### src/rtl/uart_alu_ctrl.sv
`default_nettype none
// ============================================================================
// Module   : uart_alu_ctrl
// Purpose  : Sequencing controller between the UART receiver, the ALU and the
//            UART transmitter. Collects operand A, operand B and opcode bytes,
//            presents them on registered outputs to the combinational ALU,
//            captures the ALU result, launches one transmit of it and waits for
//            transmit completion before accepting the next command.
// Ports    : i_clk, i_reset (async, active-high)
//            i_s_tick              baud oversampling tick (timeout only)
//            i_rx_done_tick/i_rx_data   received byte strobe and data
//            i_alu_result          combinational ALU output
//            i_tx_done_tick        transmitter finished its stop bit
//            o_data_a/o_data_b/o_opcode registered ALU operands
//            o_tx_start/o_tx_data  transmit request and result byte
//            o_busy                high outside WAIT_A
//            o_overrun             sticky, a byte was dropped
//            o_timeout             one-cycle pulse on command abort
// Options  : define UART_ALU_CTRL_TIMEOUT_EN to enable the inter-byte timeout.
// Revision : 1.0 - initial release
// ============================================================================
module uart_alu_ctrl #(
  parameter int NB_DATA       = 8,
  parameter int NB_OP         = 6,
  parameter int TIMEOUT_TICKS = 16384
) (
  input  logic               i_clk,
  input  logic               i_reset,
  input  logic               i_s_tick,
  input  logic               i_rx_done_tick,
  input  logic [NB_DATA-1:0] i_rx_data,
  input  logic [NB_DATA-1:0] i_alu_result,
  input  logic               i_tx_done_tick,
  output logic [NB_DATA-1:0] o_data_a,
  output logic [NB_DATA-1:0] o_data_b,
  output logic [NB_OP-1:0]   o_opcode,
  output logic               o_tx_start,
  output logic [NB_DATA-1:0] o_tx_data,
  output logic               o_busy,
  output logic               o_overrun,
  output logic               o_timeout
);

  typedef enum logic [2:0] {
    ST_WAIT_A  = 3'd0,
    ST_WAIT_B  = 3'd1,
    ST_WAIT_OP = 3'd2,
    ST_EXEC    = 3'd3,
    ST_SEND    = 3'd4,
    ST_WAIT_TX = 3'd5
  } state_t;

  localparam logic [15:0] TIMEOUT_LIMIT = 16'(TIMEOUT_TICKS);

  state_t             state_q, state_d;
  logic [NB_DATA-1:0] data_a_q, data_a_d;
  logic [NB_DATA-1:0] data_b_q, data_b_d;
  logic [NB_OP-1:0]   opcode_q, opcode_d;
  logic [NB_DATA-1:0] tx_data_q, tx_data_d;
  logic               overrun_q, overrun_d;

  // Abort request for the current partial command (only raised in WAIT_B or
  // WAIT_OP, and never in a cycle where a byte arrives: the byte wins).
  logic               timeout_hit;

  // --------------------------------------------------------------------------
  // Next-state and datapath
  // --------------------------------------------------------------------------
  always_comb begin
    state_d   = state_q;
    data_a_d  = data_a_q;
    data_b_d  = data_b_q;
    opcode_d  = opcode_q;
    tx_data_d = tx_data_q;
    overrun_d = overrun_q;

    case (state_q)
      ST_WAIT_A: begin
        if (i_rx_done_tick) begin
          data_a_d = i_rx_data;
          state_d  = ST_WAIT_B;
        end
      end
      ST_WAIT_B: begin
        if (i_rx_done_tick) begin
          data_b_d = i_rx_data;
          state_d  = ST_WAIT_OP;
        end else if (timeout_hit) begin
          state_d = ST_WAIT_A;
        end
      end
      ST_WAIT_OP: begin
        if (i_rx_done_tick) begin
          opcode_d = i_rx_data[NB_OP-1:0];
          state_d  = ST_EXEC;
        end else if (timeout_hit) begin
          state_d = ST_WAIT_A;
        end
      end
      ST_EXEC: begin
        tx_data_d = i_alu_result;
        state_d   = ST_SEND;
      end
      ST_SEND: begin
        state_d = ST_WAIT_TX;
      end
      ST_WAIT_TX: begin
        if (i_tx_done_tick) begin
          state_d = ST_WAIT_A;
        end
      end
      default: begin
        state_d = ST_WAIT_A;
      end
    endcase

    // Bytes arriving while a result is in flight are dropped, including one
    // coinciding with the transmit-done pulse.
    if (i_rx_done_tick &&
        (state_q == ST_EXEC || state_q == ST_SEND || state_q == ST_WAIT_TX)) begin
      overrun_d = 1'b1;
    end
  end

  always_ff @(posedge i_clk or posedge i_reset) begin
    if (i_reset) begin
      state_q   <= ST_WAIT_A;
      data_a_q  <= '0;
      data_b_q  <= '0;
      opcode_q  <= '0;
      tx_data_q <= '0;
      overrun_q <= 1'b0;
    end else begin
      state_q   <= state_d;
      data_a_q  <= data_a_d;
      data_b_q  <= data_b_d;
      opcode_q  <= opcode_d;
      tx_data_q <= tx_data_d;
      overrun_q <= overrun_d;
    end
  end

  // --------------------------------------------------------------------------
  // Inter-byte timeout
  // --------------------------------------------------------------------------
`ifdef UART_ALU_CTRL_TIMEOUT_EN
  logic [15:0] cnt_q, cnt_d;
  logic        timeout_q, timeout_d;
  logic        in_partial;

  assign in_partial  = (state_q == ST_WAIT_B) || (state_q == ST_WAIT_OP);
  assign timeout_hit = in_partial && (cnt_q == TIMEOUT_LIMIT) && !i_rx_done_tick;

  always_comb begin
    cnt_d     = cnt_q;
    timeout_d = timeout_hit;
    if ((i_rx_done_tick && (state_q == ST_WAIT_A || in_partial)) ||
        (state_d == ST_WAIT_A && state_q != ST_WAIT_A)) begin
      // Accepted byte or (re)entry to WAIT_A restarts the inter-byte window.
      cnt_d = '0;
    end else if (in_partial && i_s_tick && (cnt_q != TIMEOUT_LIMIT)) begin
      cnt_d = cnt_q + 16'd1;
    end
  end

  always_ff @(posedge i_clk or posedge i_reset) begin
    if (i_reset) begin
      cnt_q     <= '0;
      timeout_q <= 1'b0;
    end else begin
      cnt_q     <= cnt_d;
      timeout_q <= timeout_d;
    end
  end

  assign o_timeout = timeout_q;
`else
  // Without the timeout a command waits indefinitely; the tick and limit are
  // intentionally left without function.
  logic unused_timeout_inputs;
  assign unused_timeout_inputs = ^{i_s_tick, TIMEOUT_LIMIT};
  assign timeout_hit           = 1'b0;
  assign o_timeout             = 1'b0;
`endif

  // --------------------------------------------------------------------------
  // Outputs
  // --------------------------------------------------------------------------
  assign o_data_a   = data_a_q;
  assign o_data_b   = data_b_q;
  assign o_opcode   = opcode_q;
  assign o_tx_data  = tx_data_q;
  assign o_overrun  = overrun_q;
  assign o_tx_start = (state_q == ST_SEND);
  assign o_busy     = (state_q != ST_WAIT_A);

endmodule
`default_nettype wire

### config.mk
export PLATFORM = sky130hd
export DESIGN_NAME = uart_alu_ctrl
export DESIGN_NICKNAME = d
export VERILOG_FILES = /design/src/rtl/uart_alu_ctrl.sv
export SDC_FILE = /design/constraint.sdc
export NUM_CORES = 1
export LEC_CHECK = 0
export BUFFER_PORTS_ARGS = -buffer_cell sky130_fd_sc_hd__buf_4
export CAP_MARGIN = 20
export CORE_MARGIN = 5
export CORE_UTILIZATION = 50
export CTS_CLUSTER_DIAMETER = 150
export DETAILED_ROUTE_END_ITERATION = 10
export HOLD_SLACK_MARGIN = 0.06
export PLACE_DENSITY = 0.82
export SETUP_SLACK_MARGIN = 0.15
export SYNTH_ARGS = -nofsm -noshare
export SYNTH_HDL_FRONTEND = slang
export SYNTH_SLANG_ARGS = --single-unit
### constraint.sdc
create_clock -name i_clk -period 2.6 [get_ports i_clk]
set_input_delay 0.13 -clock i_clk [delete_from_list [all_inputs] [get_ports i_clk]]
set_output_delay 0.13 -clock i_clk [all_outputs]
set_load 0.01 [all_outputs]
# Yosys cells after proc, flatten, opt, wreduce, memory -nomap -nowiden
# Cells that the tools add are included.
[totals]
regBits = 34
latch_bits = 0
ram_bits = 0
rom_bits = 0
in_bits = 21
out_inout_bits = 34
word_cells = 29
n_memories = 0
[classes]
addsub = 0
mul = 0
div = 0
magnitude_cmp = 0
eq_ne = 9
shifts = 0
n_mux = 5
n_bitwise = 0
n_reduce_logical = 9
[ops]
columns = ["op", "n"]
rows = [
  ["$pmux 3 s6", 1],
  ["$mux 3", 4],
  ["$ne 2x2->1 const B", 4],
  ["$eq 3x2->1 const B", 2],
  ["$eq 3x3->1 const B", 2],
  ["$reduce_and 2->1", 3],
  ["$reduce_and 4->1", 1],
  ["$eq 3x1->1 const B", 1],
  ["$logic_not 3->1", 1],
  ["$reduce_bool 3->1", 1],
  ["$logic_or 1x1->1", 2],
  ["$logic_and 1x1->1", 1],
]

# Depth between registers and ports, before layout
[logic_depth]
ltp_word = 4
ltp_mapped = 5
mapped_depth_nobuf = 3

# Worst setup path after synthesis
# No wires, ideal clock.
[synth_timing]
path_type = "flip-flop to flip-flop"
from = "register state_q[2]"
to = "register data_b_q[0] (netlist: o_data_b[0])"
setup_time_ns = 0.125
t_arrival_ns = 1.275
required_time_ns = 2.475
setup_slack_ns = 1.200
path_stages_with_launch = 4
path_cell_list = "dfrtp_1 -> nand2b_4 -> nor3b_4 -> mux2_2"
[synth_between]
elab_chain_len = 2
[synth_rtl]
columns = ["item", "line_no", "rtl"]
rows = [
  ["start, declared", "55", "state_t state_q, state_d;"],
  ["start signal, assigned", "134", "state_q <= state_d;"],
  ["$eq 3x1->1", "77", "case (state_q)"],
  ["$reduce_and 2->1 (no line)", "n/a", ""],
  ["end signal, assigned", "136", "data_b_q <= data_b_d;"],
  ["end, declared", "57", "logic [NB_DATA-1:0] data_b_q, data_b_d;"],
]
# No other way between the ends.
# A chain may end at the register's enable or synchronous reset.

# Worst setup path after layout
[layout_timing]
from = "register state_q[2]"
to = "register data_b_q[5] (netlist: o_data_b[5])"
# The elaborated chain is that of the path after synthesis.

==> impl_metrics.ini <==
[outcome]
status = complete, no violations

[worst_setup_path]
cpPeakStageDelay_ns = 0.45
crit_buf_inv = 0
rrSetupSlack_ns = 0.98
crit_type = flop to flop
cp_top_family = simple AND/OR/NAND/NOR gates
rr_startpoint = state_q[2]
arrival_ns = 1.84
cp.required_ns = 2.82
crit_fanout = 8
r2r-end = o_data_b[5]
crit_chain = nand2b_4 -> nor3b_4 -> mux2_2
startpoint_type = flop
slowest_stage = dfrtp_1
endpoint_kind = flop
r2r_cells = 3

[global_routing]
grt_pass1_wl_mm = 5.59
grtUsageTotal = 0.185
grt_antenna_before_repair = 0
grt_max_degree = 27
grt_pass1_vias = 1134
grt.overflow.total = 0

[clock_network]
cts_tree = done
insertion_delay_ns = 0.33
cts_buffer_depth = 2
cts_buffers = 5
cts_resized = 0
cts.clk_slew.worst_paths_ns = 0.10
cts.sinks = 34
cts_root_buf = clkbuf_4
h-tree-depth = 2

[timing]
hold_ws_ns = 0.100
worst_pin_slew_ns = 0.499
final_max_slew_viol_count = 0
final-hold-violation-count = 0
setup_tns_ns = 0
setup_violations = 0
fin_crit_sh = 0.622
fmax_ghz = 0.618
slew_headroom = 0.667
clock-skew-final_ns = 0.00329
layout_min_cycle_time_ns = 1.62
rsz0062_at_grt = no

[route]
highest_layer = met4
route.met3.wl_um = 137
drtIter0Drc = 24
vias = 986
routed_wl_mm = 3.21
first_pass_iters = 4
dr_wl_met2_mm = 1.79
wire_per_inst_um = 16.4
drc = 0
drt-met1-wl_mm = 1.22
route.antenna.remaining_nets = 0
viasPerCell = 5.03

[die]
die_h_um = 62.3
row_count = 19
core_um2 = 2690
chipWidth_um = 62.3
io_pins = 55
initial_core_util = 0.509
dieArea_um2 = 3880

[hold_path]
min_from = i_tx_done_tick
whs_endpoint = state_q[2]
holdCritPathClass = input port to flop
whs_path_depth = 3

[synthesis]
yosysUniqueCellTypes = 21
ys_ff_latch = 34
netlist_instances = 89
syn_avg_cell_area_um2 = 15.4
synth_area_um2 = 1370
ys_warn_count = 0
yosysSeqAreaShare = 0.623
synth.net_count = 110

[cells_and_area]
area_growth_pct = 49.9
n_antenna_cell = 0
drive_above_1_share = 0.576
fillerInstances = 156
final_nets = 185

[pwr]
power_density_nw_per_um2 = 1160
p_leak_nw = 0.956
ir_drop_v = 0.000859

[job]
drv_cap = 0

[place]
port_buffers = 52
place_congestion = 0.687
post-dp-hpwl_mm = 2.17
[stage by stage]
step                      worst slack [ns]  cells  area [µm²]  power [mW]   util
after global routing                 0.880    196        2050        2.56  0.762
after floorplan                       1.20     89        1370        1.55      -
after detailed placement             0.964    169        1780        2.08  0.663
after CTS                            0.956    195        2020        2.41  0.752
after global placement                1.04    169        1780        2.02  0.663
final                                0.983    196        2050        2.39  0.762
[report_power, final]
part | total [mW] | switching (mW) | internal (mW)
Combinational | 1.10 | 0.439 | 0.666
Clock | 0.304 | 0.173 | 0.131
Sequential | 0.977 | 0.182 | 0.794
Total | 2.39 | 0.794 | 1.59
[worst max path at each step]
stage                     slack, ns  depth (start not counted)        from     endpoint
after floorplan                1.20                          3  state_q[2]  o_data_b[0]
after global placement         1.04                          3  state_q[2]  o_data_b[4]
after detailed placement       0.96                          3  state_q[2]  o_data_b[2]
after CTS                      0.96                          3  state_q[2]  o_data_b[5]
after global routing           0.88                          3  state_q[2]  o_data_b[2]
final                          0.98                          3  state_q[2]  o_data_b[5]
[layout make-up]
class	count	area [µm²]	area share
well taps	31	38.8	0.0189
clock buffers	7	55.1	0.0269
multi-input cells	50	489	0.239
repair buffers	72	606	0.296
inverters	1	3.75	0.00183
clock inverters	1	5.00	0.00244
flip-flops and latches	34	851	0.415
[cells in the mapped netlist]
master / n / area share
inv_1: 1 / 0.0027
a21oi_1: 2 / 0.0073
mux2_2: 30 / 0.25
nand3b_1: 2 / 0.011
nor3_4: 1 / 0.012
nor2_1: 1 / 0.0027
nand2b_1: 2 / 0.0092
nor3b_4: 1 / 0.014
o21ai_0: 1 / 0.0037
nand2_1: 1 / 0.0027
conb_1: 1 / 0.0027
or3_1: 2 / 0.0092
nor2_2: 1 / 0.0046
buf_4: 1 / 0.0055
nand2b_4: 1 / 0.010
nor4b_1: 1 / 0.0064
and2_1: 1 / 0.0046
a21o_1: 1 / 0.0055
buf_2: 3 / 0.011
dfrtp_1: 34 / 0.62
nor3b_1: 1 / 0.0055
[flip-flops by register name, indices dropped and copies added, names as in the netlist]
register / flops
o_opcode: 6
o_tx_data: 8
o_data_b: 8
o_overrun: 1
state_q: 3
o_data_a: 8
[what timing repair did]
action | 4_1_cts | 5_1_grt
buffers inserted | 0 | 0
setup endpoints to repair | 0 | 0
endpoints found under the hold margin | 56 | 0
hold buffers | 18 | 0
[tightest hold or removal path: stages]
cell and delay [ns]:
buf_4 0.08, and2_1 0.11, o21ai_0 0.07
[routing by layer]
metal / vias to the layer above / global-route usage
met5: - / 0
met4: 0 / 0.0849
met3: 7 / 0.0396
met2: 26 / 0.334
met1: 492 / 0.205
li1: 461 / -
[cell usage in the layout, fill, tap and decap left out]
master / Yosys / routed
nand2b_1: 2 / 2
a21oi_1: 2 / 2
nor3_4: 1 / 1
conb_1: 1 / 1
dlygate4sd3_1: 0 / 18
buf_4: 1 / 53
nor3b_4: 1 / 1
clkbuf_1: 0 / 1
or3_1: 2 / 2
buf_16: 0 / 1
nor2_2: 1 / 1
nand2_1: 1 / 1
clkbuf_4: 0 / 5
clkinv_2: 0 / 1
inv_1: 1 / 1
nand3b_1: 2 / 2
and2_1: 1 / 1
nor2_1: 1 / 1
clkbuf_8: 0 / 1
mux2_2: 30 / 30
dfrtp_1: 34 / 34
nand2b_4: 1 / 1
nor4b_1: 1 / 1
nor3b_1: 1 / 1
o21ai_0: 1 / 1
a21o_1: 1 / 1
[cell families after synthesis]
logic type / after synthesis / synth area share
buffers and inverters: 5 / 0.0192
flip-flops: 34 / 0.623
AND/OR/NAND/NOR: 15 / 0.0916
AO/OA/AOI/OAI: 4 / 0.0165
multiplexers: 30 / 0.247
other: 1 / 0.00274
Power figures use the tool's default switching activity.
